### src/rtl/sum_pkg.sv
// Shared definitions for the sum request initiator.
//   state_t       - initiator FSM state encoding
//   *_DEFAULT     - default sequence bounds and timeout
//   TIMER_W       - width of the WAIT-state cycle counter
//   expected_sum  - triangular number n*(n+1)/2, 5-bit unsigned
package sum_pkg;

    typedef enum logic [2:0] {
        StIdle = 3'd0,
        StReq  = 3'd1,
        StWait = 3'd2,
        StAck  = 3'd3,
        StNext = 3'd4,
        StDone = 3'd5
    } state_t;

    localparam int unsigned N_FIRST_DEFAULT = 1;
    localparam int unsigned N_LAST_DEFAULT  = 7;
    localparam int unsigned TIMEOUT_DEFAULT = 31;

    // Must be wide enough to hold TIMEOUT - 1.
    localparam int unsigned TIMER_W = 5;

    // Product is formed in 6 bits (max 7*8 = 56) so the halved result (max 28) fits 5 bits.
    function automatic logic [4:0] expected_sum(input logic [2:0] n);
        logic [5:0] prod;
        prod = {3'b000, n} * ({3'b000, n} + 6'd1);
        return prod[5:1];
    endfunction

endpackage

### src/rtl/sum_req_initiator_if.sv
// Request/response handshake between the sum initiator and its responder.
//   N, N_valid     - request operand and one-cycle request strobe (initiator -> responder)
//   sum, sum_valid - result and its valid flag (responder -> initiator)
//   ack            - result acknowledge (initiator -> responder)
interface sum_req_initiator_if;

    logic [2:0] N;
    logic       N_valid;
    logic [4:0] sum;
    logic       sum_valid;
    logic       ack;

    modport master (
        output N,
        output N_valid,
        output ack,
        input  sum,
        input  sum_valid
    );

    modport slave (
        input  N,
        input  N_valid,
        input  ack,
        output sum,
        output sum_valid
    );

endinterface

### src/rtl/wait_timer.sv
// Cycle counter for the WAIT state.
//   clk, reset - clock and synchronous active-high reset
//   clear      - force the count to zero (held while outside WAIT)
//   enable     - count up by one this cycle
//   tc         - terminal count: this is the Terminal-th enabled cycle since clear
module wait_timer #(
    parameter int unsigned Width    = 5,
    parameter int unsigned Terminal = 31
) (
    input  logic clk,
    input  logic reset,
    input  logic clear,
    input  logic enable,
    output logic tc
);

    localparam logic [Width-1:0] TermCount = Width'(Terminal - 1);

    logic [Width-1:0] count_q;

    always_ff @(posedge clk) begin
        if (reset || clear) begin
            count_q <= '0;
        end else if (enable) begin
            count_q <= count_q + 1'b1;
        end
    end

    assign tc = (count_q == TermCount);

endmodule

### src/rtl/sum_req_initiator.sv
// Issues requests N = N_FIRST..N_LAST to a responder, checks each returned sum
// against n*(n+1)/2 and counts mismatches and lost requests.
//   clk, reset - clock and synchronous active-high reset
//   start      - begin a sequence (honoured only in IDLE or DONE)
//   bus        - request/response handshake (master side)
//   busy       - sequence in progress
//   done       - sequence finished; outputs held until start or reset
//   err_count  - mismatches plus timeouts in this sequence, saturating at 7
//   last_sum   - most recently captured sum
module sum_req_initiator
    import sum_pkg::*;
#(
    parameter int unsigned N_FIRST = N_FIRST_DEFAULT,
    parameter int unsigned N_LAST  = N_LAST_DEFAULT,
    parameter int unsigned TIMEOUT = TIMEOUT_DEFAULT
) (
    input  logic                   clk,
    input  logic                   reset,
    input  logic                   start,
    sum_req_initiator_if.master    bus,
    output logic                   busy,
    output logic                   done,
    output logic [2:0]             err_count,
    output logic [4:0]             last_sum
);

    localparam logic [2:0] NFirst = 3'(N_FIRST);
    localparam logic [2:0] NLast  = 3'(N_LAST);

    state_t     state_q, state_d;
    logic [2:0] n_q;
    logic [2:0] n_out_q;
    logic [2:0] err_q;
    logic [4:0] last_sum_q;
    logic       timer_clear;
    logic       timer_en;
    logic       timer_tc;

    wait_timer #(
        .Width    (TIMER_W),
        .Terminal (TIMEOUT)
    ) u_wait_timer (
        .clk    (clk),
        .reset  (reset),
        .clear  (timer_clear),
        .enable (timer_en),
        .tc     (timer_tc)
    );

    // State register.
    always_ff @(posedge clk) begin
        if (reset) begin
            state_q <= StIdle;
        end else begin
            state_q <= state_d;
        end
    end

    // Next-state logic.
    always_comb begin
        state_d = state_q;
        unique case (state_q)
            StIdle:  if (start) state_d = StReq;
            StReq:   state_d = StWait;
            StWait: begin
                // A result arriving on the timeout cycle still counts as a response.
                if (bus.sum_valid)  state_d = StAck;
                else if (timer_tc)  state_d = StNext;
            end
            StAck:   if (!bus.sum_valid) state_d = StNext;
            StNext:  state_d = (n_q == NLast) ? StDone : StReq;
            StDone:  if (start) state_d = StReq;
            default: state_d = StIdle;
        endcase
    end

    // Moore outputs.
    always_comb begin
        bus.N_valid = (state_q == StReq);
        bus.ack     = (state_q == StAck);
        busy        = !((state_q == StIdle) || (state_q == StDone));
        done        = (state_q == StDone);
        timer_en    = (state_q == StWait);
        timer_clear = (state_q != StWait);
    end

    // Datapath: operand, presented operand, error count, captured sum.
    // n_out_q is separate from n_q so N reads 0 out of reset while n_q holds N_FIRST.
    always_ff @(posedge clk) begin
        if (reset) begin
            n_q        <= NFirst;
            n_out_q    <= 3'd0;
            err_q      <= 3'd0;
            last_sum_q <= 5'd0;
        end else begin
            unique case (state_q)
                StIdle, StDone: begin
                    if (start) begin
                        n_q     <= NFirst;
                        n_out_q <= NFirst;
                        err_q   <= 3'd0;
                    end
                end
                StWait: begin
                    if (bus.sum_valid) begin
                        last_sum_q <= bus.sum;
                        if (bus.sum != expected_sum(n_q) && err_q != 3'd7) begin
                            err_q <= err_q + 3'd1;
                        end
                    end else if (timer_tc && err_q != 3'd7) begin
                        err_q <= err_q + 3'd1;
                    end
                end
                StNext: begin
                    if (n_q != NLast) begin
                        n_q     <= n_q + 3'd1;
                        n_out_q <= n_q + 3'd1;
                    end
                end
                default: ;
            endcase
        end
    end

    assign bus.N     = n_out_q;
    assign err_count = err_q;
    assign last_sum  = last_sum_q;

endmodule
### src/flat_wrapper.sv
// flat-port wrapper written by rule: the top's interface ports become plain ports
module sum_req_initiator_flat import sum_pkg::*;
#(
    parameter int unsigned N_FIRST = N_FIRST_DEFAULT,
    parameter int unsigned N_LAST  = N_LAST_DEFAULT,
    parameter int unsigned TIMEOUT = TIMEOUT_DEFAULT
)
  (clk, reset, start, busy, done, err_count, last_sum, bus_N, bus_N_valid, bus_ack, bus_sum, bus_sum_valid);
  sum_req_initiator_if bus_i ();
  input  logic clk;
  input  logic reset;
  input  logic start;
  output logic busy;
  output logic done;
  output logic [2:0] err_count;
  output logic [4:0] last_sum;
  output wire logic [$bits(bus_i.N)-1:0] bus_N;
  output wire logic [$bits(bus_i.N_valid)-1:0] bus_N_valid;
  output wire logic [$bits(bus_i.ack)-1:0] bus_ack;
  input wire logic [$bits(bus_i.sum)-1:0] bus_sum;
  input wire logic [$bits(bus_i.sum_valid)-1:0] bus_sum_valid;
  assign bus_N = bus_i.N;
  assign bus_N_valid = bus_i.N_valid;
  assign bus_ack = bus_i.ack;
  assign bus_i.sum = bus_sum;
  assign bus_i.sum_valid = bus_sum_valid;
  sum_req_initiator #(.N_FIRST(N_FIRST), .N_LAST(N_LAST), .TIMEOUT(TIMEOUT)) u_core (.clk(clk), .reset(reset), .start(start), .bus(bus_i), .busy(busy), .done(done), .err_count(err_count), .last_sum(last_sum));
endmodule
### config.mk
export PLATFORM = sky130hd
export DESIGN_NAME = sum_req_initiator_flat
export DESIGN_NICKNAME = d
export VERILOG_FILES = /design/src/rtl/sum_pkg.sv /design/src/rtl/sum_req_initiator_if.sv /design/src/rtl/wait_timer.sv /design/src/rtl/sum_req_initiator.sv /design/src/flat_wrapper.sv
export SDC_FILE = /design/constraint.sdc
export NUM_CORES = 1
export LEC_CHECK = 0
export BUFFER_PORTS_ARGS = -buffer_cell sky130_fd_sc_hd__buf_2
export CAP_MARGIN = 20
export CORE_ASPECT_RATIO = 1.1
export CORE_MARGIN = 5
export CORE_UTILIZATION = 35
export CTS_CLUSTER_SIZE = 14
export DETAILED_ROUTE_END_ITERATION = 10
export SLEW_MARGIN = 10
export SYNTH_ARGS = -nofsm -noshare
export SYNTH_HDL_FRONTEND = slang
export SYNTH_SLANG_ARGS = --single-unit
### constraint.sdc
create_clock -name clk -period 3.7 [get_ports clk]
set_clock_uncertainty 0.2 [all_clocks]
set_input_delay 0.555 -clock clk [delete_from_list [all_inputs] [get_ports clk]]
set_output_delay 0.555 -clock clk [all_outputs]
set_load 0.005 [all_outputs]
==> summary.txt, run 1 <==
Clocking
  • CTS root buf: clkbuf_8
  • Clock sinks: 20
  • CTS tree: done
  • Max Root-Sink Buffers: 2
  • Total CTS buffers: 3
  • Hold_buf cts: 0
  • Post-CTS setup buffer count: 0
  • H-tree Lvls: 1
  • CTS clk-pin slew, worst paths: 0.07 ns
  • Worst-Skew Late Latency: 0.26 ns

Floorplan
  • Die width: 69.2 µm
  • Cell Rows: 23
  • Core box area: 3680 µm²
  • Initial cell density of the core: 36.7%
  • I/O pin count: 24
  • Die ar.: 5210 µm²
  • Die Ht: 75.2 µm

Worst setup path
  • Critical Path Fanout Max: 7
  • CP Launch Type: flip-flop
  • Slowest cell on the critical path: fa_1
  • R2r setup slk: 0.23 ns
  • CP required: 3.65 ns
  • Worst R2R Path Depth: 12
  • Largest delay share family, worst path: adder cells
  • CP Data Arrival Time: 3.42 ns
  • Crit-path most repeated cell: ha_1
  • Largest stage delay on the critical path: 0.45 ns
  • FF-to-FF End: u_core.err_count[0]
  • Critical setup path kind: reg2reg
  • RR Startpoint: u_core.bus.N[1]
  • CP cell instances: ha_1 > inv_1 > ha_1 > nor2_1 > fa_1 > ha_1 > inv_1 > fa_1 > xor2_1 > nand4_2 > o32a_1 > mux2_4
  • Crit end category: flip-flop
  • Worst path buffer plus inverter count: 2

Place
  • IO Port Bufs: 23
  • Placed inst area: 1500 µm²
  • Post-DP HPWL: 2.19 mm
  • Dpl ws: 0.0709 ns
  • RD Place Congestion: 0.927

Layout
  • Area Growth Syn to Fin: 14.9%
  • ANT cells: 0
  • Fraction of layout cells with a size suffix above 1: 20.7%
  • Layout Nets: 195
  • Final core utilization: 42.2%
  • Final instance area: 1550 µm²

Pwr
  • Leakage: 0.713 nW
  • Switching share of power: 26.4%
  • Clk pwr share: 34.4%
  • Combinational power share: 16.7%
  • Sequential Power Share: 48.9%
  • Net switching power: 0.129 mW
  • Power Density: 314 nW/µm²
  • Pint: 0.358 mW
  • Max VDD drop: 0.100 mV

STA
  • Worst Tran Pin Value: 0.479 ns
  • Final setup violation count: 0
  • Final Cycle Share: 93.8%
  • Relative slew slack: 68.0%
  • Hold Slack: 0.280 ns
  • Max Fclk: 0.288 GHz
  • Final worst slack: 0.228 ns
  • Final Max Slew Viols: 0
  • Final worst path period need: 3.47 ns
  • RSZ-0062 raised after global routing: no
  • Final hold viol count: 0
  • Setup_tns: 0 ns

Min path
  • Hold-critical path depth: 1
  • Hold path start: u_core.u_wait_timer.count_q[0]
  • Worst hold path endpoint: u_core.u_wait_timer.count_q[0]
  • Min-delay worst type: reg2reg

Detailed routing
  • Wire length per cell: 12.4 µm
  • Antenna-violating nets left: 0
  • First-pass DRT Iterations: 4
  • DR vias/cell: 4.73
  • Drc violations: 0
  • WL final: 2.72 mm
  • Routed vias: 1036
  • Drt first-iter violations: 55

Global route
  • Global-route usage over all layers: 11.5%
  • Largest net degree at the start of global routing: 18
  • First-pass GRT wire length: 4.71 mm
  • Grt total ovfl: 0
  • Initial antenna violation count: 0
  • Vias in the first global route: 1035

Synthesis
  • Mux cell area share after synthesis: 8.52%
  • Simple-Gate Fraction of Synth Area: 24.5%
  • Cell variety after synth: 36
  • Synth Area in Adders: 16.5%
  • Synth Area in XOR/XNOR: 7.13%
  • Synth Instances: 149
  • Post-synthesis register bit count: 20
  • Ys Warns: 0
  • Post-synthesis compound-gate area fraction: 8.98%
  • Cell area after synthesis: 1350 µm²
  • Synth Area per Inst: 9.07 µm²
  • Register area share after synthesis: 29.6%
  • Syn nets: 174
  • Largest family of logic cells by synthesized area: simple AND/OR/NAND/NOR gates

Run status
  • Status: finished, final reports clean

Flow run
  • Max Cap Viol: 0
## per-stage QoR
stage | cells | power (mW)
2_1_floorplan | 149 | 0.299
3_3_place_gp | 215 | 0.323
3_5_place_dp | 215 | 0.325
4_1_cts | 219 | 0.495
5_1_grt | 219 | 0.517
6_report | 219 | 0.487
## layer usage
| layer | vias up | share of wire (%) | wire [µm] | GRT usage (%) |
|---|---|---|---|---|
| li1 | 542 | - | - | - |
| met1 | 472 | 45 | 1230 | 12.9 |
| met2 | 17 | 49 | 1320 | 20.9 |
| met3 | 5 | 3.3 | 90 | 1.60 |
| met4 | 0 | 2.8 | 75 | 7.16 |
| met5 | - | 0 | 0 | 0 |
## cell type report
cell class                      count  area [µm²]
Fill cell                         404        2130
Multi-Input combinational cell    114         887
Sequential cell                    20         403
Timing Repair Buffer               23         115
Tap cell                           50        62.6
Clock buffer                        4        55.1
Inverter                            8        30.0
## worst max path at each step
stage,start,endpoint,cells past startpoint
after global placement,u_core.n_q[0],u_core.err_count[0],12
after detailed placement,u_core.bus.N[1],u_core.err_count[0],12
after floorplan,u_core.bus.N[1],u_core.err_count[0],12
after global routing,u_core.n_q[0],u_core.err_count[0],12
after CTS,u_core.bus.N[1],u_core.err_count[0],12
final,u_core.bus.N[1],u_core.err_count[0],12
## flip-flops by register name (all words and copies together), names as in the netlist
name,flops
u_core.n_q,2
u_core.err_count,3
u_core.u_wait_timer.count_q,5
u_core.bus.N,2
u_core.state_q,3
u_core.last_sum,5
## power groups by stage
stage | combinational, mW | sequential, mW | clock (mW)
finish | 0.0812 | 0.238 | 0.168
global route | 0.0914 | 0.241 | 0.185
CTS | 0.0824 | 0.238 | 0.175
detailed placement | 0.0821 | 0.243 | 0
global placement | 0.0809 | 0.242 | 0
floorplan | 0.0635 | 0.235 | 0
## worst register-to-register path, cell delays in order (launching register included)
cell     delay, ns
dfxtp_2       0.38
ha_1          0.18
inv_1         0.05
ha_1          0.30
nor2_1        0.15
fa_1          0.45
ha_1          0.22
inv_1         0.06
fa_1          0.42
xor2_1        0.17
nand4_2       0.10
o32a_1        0.37
mux2_4        0.31
## repair_timing
| action | 4_1_cts | 5_1_grt |
|---|---|---|
| endpoints found under the hold margin | 0 | 0 |
| gates resized for setup | 0 | 2 |
| endpoints found under the setup margin | 0 | 1 |
## cells by family (layout without fill, tap and decap cells)
logic type / Yosys count / count (layout)
DFF: 20 / 20
xor gates and xnor gates: 11 / 11
adders and majority gates: 16 / 16
and+or+nand+nor: 59 / 59
AOI/OAI and AO/OA: 17 / 17
muxes: 11 / 11
buffers and inverters: 15 / 35
## cells in the mapped netlist
cell       count  share of area [%]
and3_4         1               0.83
inv_1          8                2.2
nand2b_2       2                1.3
a21o_1         1               0.56
a21boi_0       1               0.56
a21oi_1        3                1.1
clkbuf_1       5                1.4
o21ai_0        4                1.5
o211ai_1       1               0.56
nand2b_1       8                3.7
mux2_4         1                1.1
nor2b_1        6                2.8
and2_1         4                1.9
o32a_1         1               0.74
nor3b_1        1               0.56
nor2_1        23                6.4
buf_4          2                1.1
or3_1          1               0.46
xnor2_1        6                3.9
nor2_8         1                1.5
a2111oi_0      1               0.65
xor2_1         5                3.2
nand3_1        2               0.74
nand3b_1       2                1.1
dfxtp_1       20                 30
o21bai_1       2                1.1
and3_1         2               0.93
nor3_1         1               0.37
nand2_1        4                1.1
nand4_2        1               0.93
ha_1          13                 12
mux2i_1       10                7.4
a2111o_1       1               0.83
a41o_1         1               0.74
a32oi_1        1               0.65
fa_1           3                4.4
## cell usage in the layout (no fill, tap or decap), types with 2 or more instances in the layout
| master | Yosys | routed |
|---|---|---|
| nand2b_2 | 2 | 2 |
| xnor2_1 | 6 | 6 |
| a21oi_1 | 3 | 3 |
| and2_1 | 4 | 4 |
| nor2b_1 | 6 | 6 |
| xor2_1 | 5 | 5 |
| nand2b_1 | 8 | 8 |
| buf_2 | 0 | 23 |
| o21ai_0 | 4 | 4 |
| nand3_1 | 2 | 2 |
| mux2i_1 | 10 | 10 |
| clkbuf_8 | 0 | 4 |
| nand2_1 | 4 | 4 |
| dfxtp_1 | 20 | 18 |
| nand3b_1 | 2 | 2 |
| dfxtp_2 | 0 | 2 |
| fa_1 | 3 | 3 |
| o21bai_1 | 2 | 2 |
| inv_1 | 8 | 8 |
| ha_1 | 13 | 13 |
| nor2_1 | 23 | 23 |
| and3_1 | 2 | 2 |
(Power assumes the default switching activity.)
==> run 2, diff against run 1 <==
--- a/config.mk
+++ b/config.mk
@@ -5,6 +5,7 @@
 export SDC_FILE = /design/constraint.sdc
 export NUM_CORES = 1
 export LEC_CHECK = 0
+export ABC_AREA = 1
 export BUFFER_PORTS_ARGS = -buffer_cell sky130_fd_sc_hd__buf_2
 export CAP_MARGIN = 20
 export CORE_ASPECT_RATIO = 1.1
==> summary.txt, run 2 <==
Run status
  • Status: finished, final reports clean

Clocking
  • Worst-Skew Late Latency: 0.25 ns
  • CTS clk-pin slew, worst paths: 0.07 ns
  • CTS tree: done
  • Clock sinks: 20
  • H-tree Lvls: 1
  • Total CTS buffers: 3
  • Max Root-Sink Buffers: 2
  • CTS root buf: clkbuf_8

STA
  • Final setup violation count: 0
  • Setup_tns: 0 ns
  • Hold Slack: 0.264 ns
  • Relative slew slack: 54.1%
  • Final worst path period need: 3.34 ns
  • Worst Tran Pin Value: 0.685 ns
  • Max Fclk: 0.299 GHz
  • Final hold viol count: 0
  • RSZ-0062 raised after global routing: no
  • Final Max Slew Viols: 0
  • Final Cycle Share: 90.3%

Synthesis
  • Ys Warns: 0
  • Post-synthesis register bit count: 20
  • Syn nets: 214
  • Cell variety after synth: 30
  • Register area share after synthesis: 29.7%
  • Count leader, synth: nand2_1
  • Top post-synthesis cells by area: dfxtp_1, ha_1, nand2_1
  • Commonest register cell after synthesis: dfxtp_1
  • Top post-synthesis cells by count: nand2_1, inv_1, nor2_1
  • Async set-or-reset flop fraction in the synthesized netlist: 0%
  • Top-area cell type share of the netlist area: 29.7%
  • Post-synth EDFFs: 0
  • Biggest area consumer among synthesized cells: dfxtp_1
  • Cell area after synthesis: 1350 µm²
  • Synth Area per Inst: 7.14 µm²
  • Synth Instances: 189

Place
  • Placed inst area: 1510 µm²
  • RD Place Congestion: 0.818
  • IO Port Bufs: 23
  • Post-DP HPWL: 2.29 mm
  • Placed cells: 259

Worst setup path
  • CP Launch Type: flip-flop
  • Crit end category: flip-flop
  • Critical setup path kind: reg2reg
  • Critical Path Fanout Max: 7
  • CP Data Arrival Time: 3.29 ns
  • CP required: 3.65 ns

Layout
  • Most frequent cells in the layout: nand2_1, inv_1, buf_2, nor2_1, dfxtp_1
  • ANT cells: 0
  • Fraction of layout cells with a size suffix above 1: 21.7%
  • Layout Nets: 239
  • Commonest non-fill, non-tap cell in the layout: nand2_1
  • Area Growth Syn to Fin: 16.0%
  • Final instance area: 1570 µm²
  • Post-Layout Cell Count: 262

Min path
  • Min-delay worst type: reg2reg

Global route
  • Initial antenna violation count: 0
  • First-pass GRT wire length: 4.87 mm
  • Vias in the first global route: 1145
  • Grt total ovfl: 0
  • Largest net degree at the start of global routing: 12
  • Global-route usage over all layers: 11.6%

Detailed routing
  • DR vias/cell: 4.50
  • Antenna-violating nets left: 0
  • First-pass DRT Iterations: 4
  • Wire length per cell: 10.9 µm
  • Drc violations: 0
  • Drt first-iter violations: 20
  • Routed vias: 1179
  • WL final: 2.85 mm

Pwr
  • Power Density: 570 nW/µm²
  • Power Total: 0.892 mW
  • Max VDD drop: 0.251 mV
  • Leakage: 0.807 nW

Flow run
  • Max Cap Viol: 0

Floorplan
  • Die Ht: 75.1 µm
  • Cell Rows: 23
  • Die width: 69.2 µm
  • Core box area: 3680 µm²
  • Die ar.: 5200 µm²
  • I/O pin count: 24
  • Initial cell density of the core: 36.6%
-- run 2: layer usage --
metal / GRT usage (%) / part of all wire (%) / wire length, µm
met5: 0 / 0 / 0
met1: 15.3 / 53 / 1500
met4: 4.56 / 1.3 / 37
met2: 18.8 / 44 / 1240
met3: 2.27 / 2.5 / 72
-- run 2: path summary, 6_finish.rpt --
kind	start	to	slack, ns	cells after the start
setup / recovery	u_core.bus.N[1]	u_core.err_count[0]	0.36	18
hold / removal	u_core.bus.N[0]	u_core.bus.N[0]	0.26	2
setup reg to reg	u_core.bus.N[1]	u_core.err_count[0]	0.36	18
hold reg to reg	u_core.bus.N[0]	u_core.bus.N[0]	0.26	2
-- run 2: worst max-delay path, stage by stage, from the launching register on --
cell,delay (ns)
dfxtp_2,0.38
ha_1,0.19
inv_1,0.05
ha_1,0.30
nor2_2,0.13
fa_1,0.43
ha_1,0.23
inv_1,0.07
fa_1,0.42
nand2_1,0.08
inv_1,0.03
nor2_1,0.08
nand3_1,0.08
nor2_1,0.09
nand3_1,0.08
nand2_1,0.08
nand2_2,0.10
a21oi_1,0.16
nor2_1,0.06
-- run 2: cell type report --
| type | count | area [µm²] |
|---|---|---|
| Fill cell | 413 | 2120 |
| Multi-Input combinational cell | 132 | 813 |
| Sequential cell | 20 | 402 |
| Inverter | 33 | 124 |
| Timing Repair Buffer | 24 | 123 |
| Tap cell | 50 | 62.6 |
| Clock buffer | 3 | 41.3 |
-- run 2: metrics by stage --
step | setup slack (ns) | util [%]
floorplan | 0.490 | -
global placement | 0.292 | 41.0
detailed placement | 0.209 | 41.0
CTS | 0.192 | 42.1
global route | 0.0516 | 42.5
finish | 0.360 | 42.5
-- run 2: cell families after synthesis --
group	after synthesis	synth area share, %
XOR/XNOR	3	1.95
adder cells (fa/ha/maj)	16	16.5
flip-flops	20	29.7
AND/OR/NAND/NOR	88	30.5
buffers and inverters	37	11.0
AO/OA/AOI/OAI	25	10.3
-- run 2: report_power, final --
| group | internal (mW) | switching [mW] |
|---|---|---|
| Combinational | 0.181 | 0.267 |
| Clock | 0.0725 | 0.0690 |
| Sequential | 0.264 | 0.0380 |
| Total | 0.518 | 0.374 |
-- run 2: timing repair --
item | 4_1_cts | 5_1_grt
hold buffers | 0 | 0
buffers inserted | 0 | 0
gates resized for setup | 0 | 5
setup endpoints to repair | 0 | 3
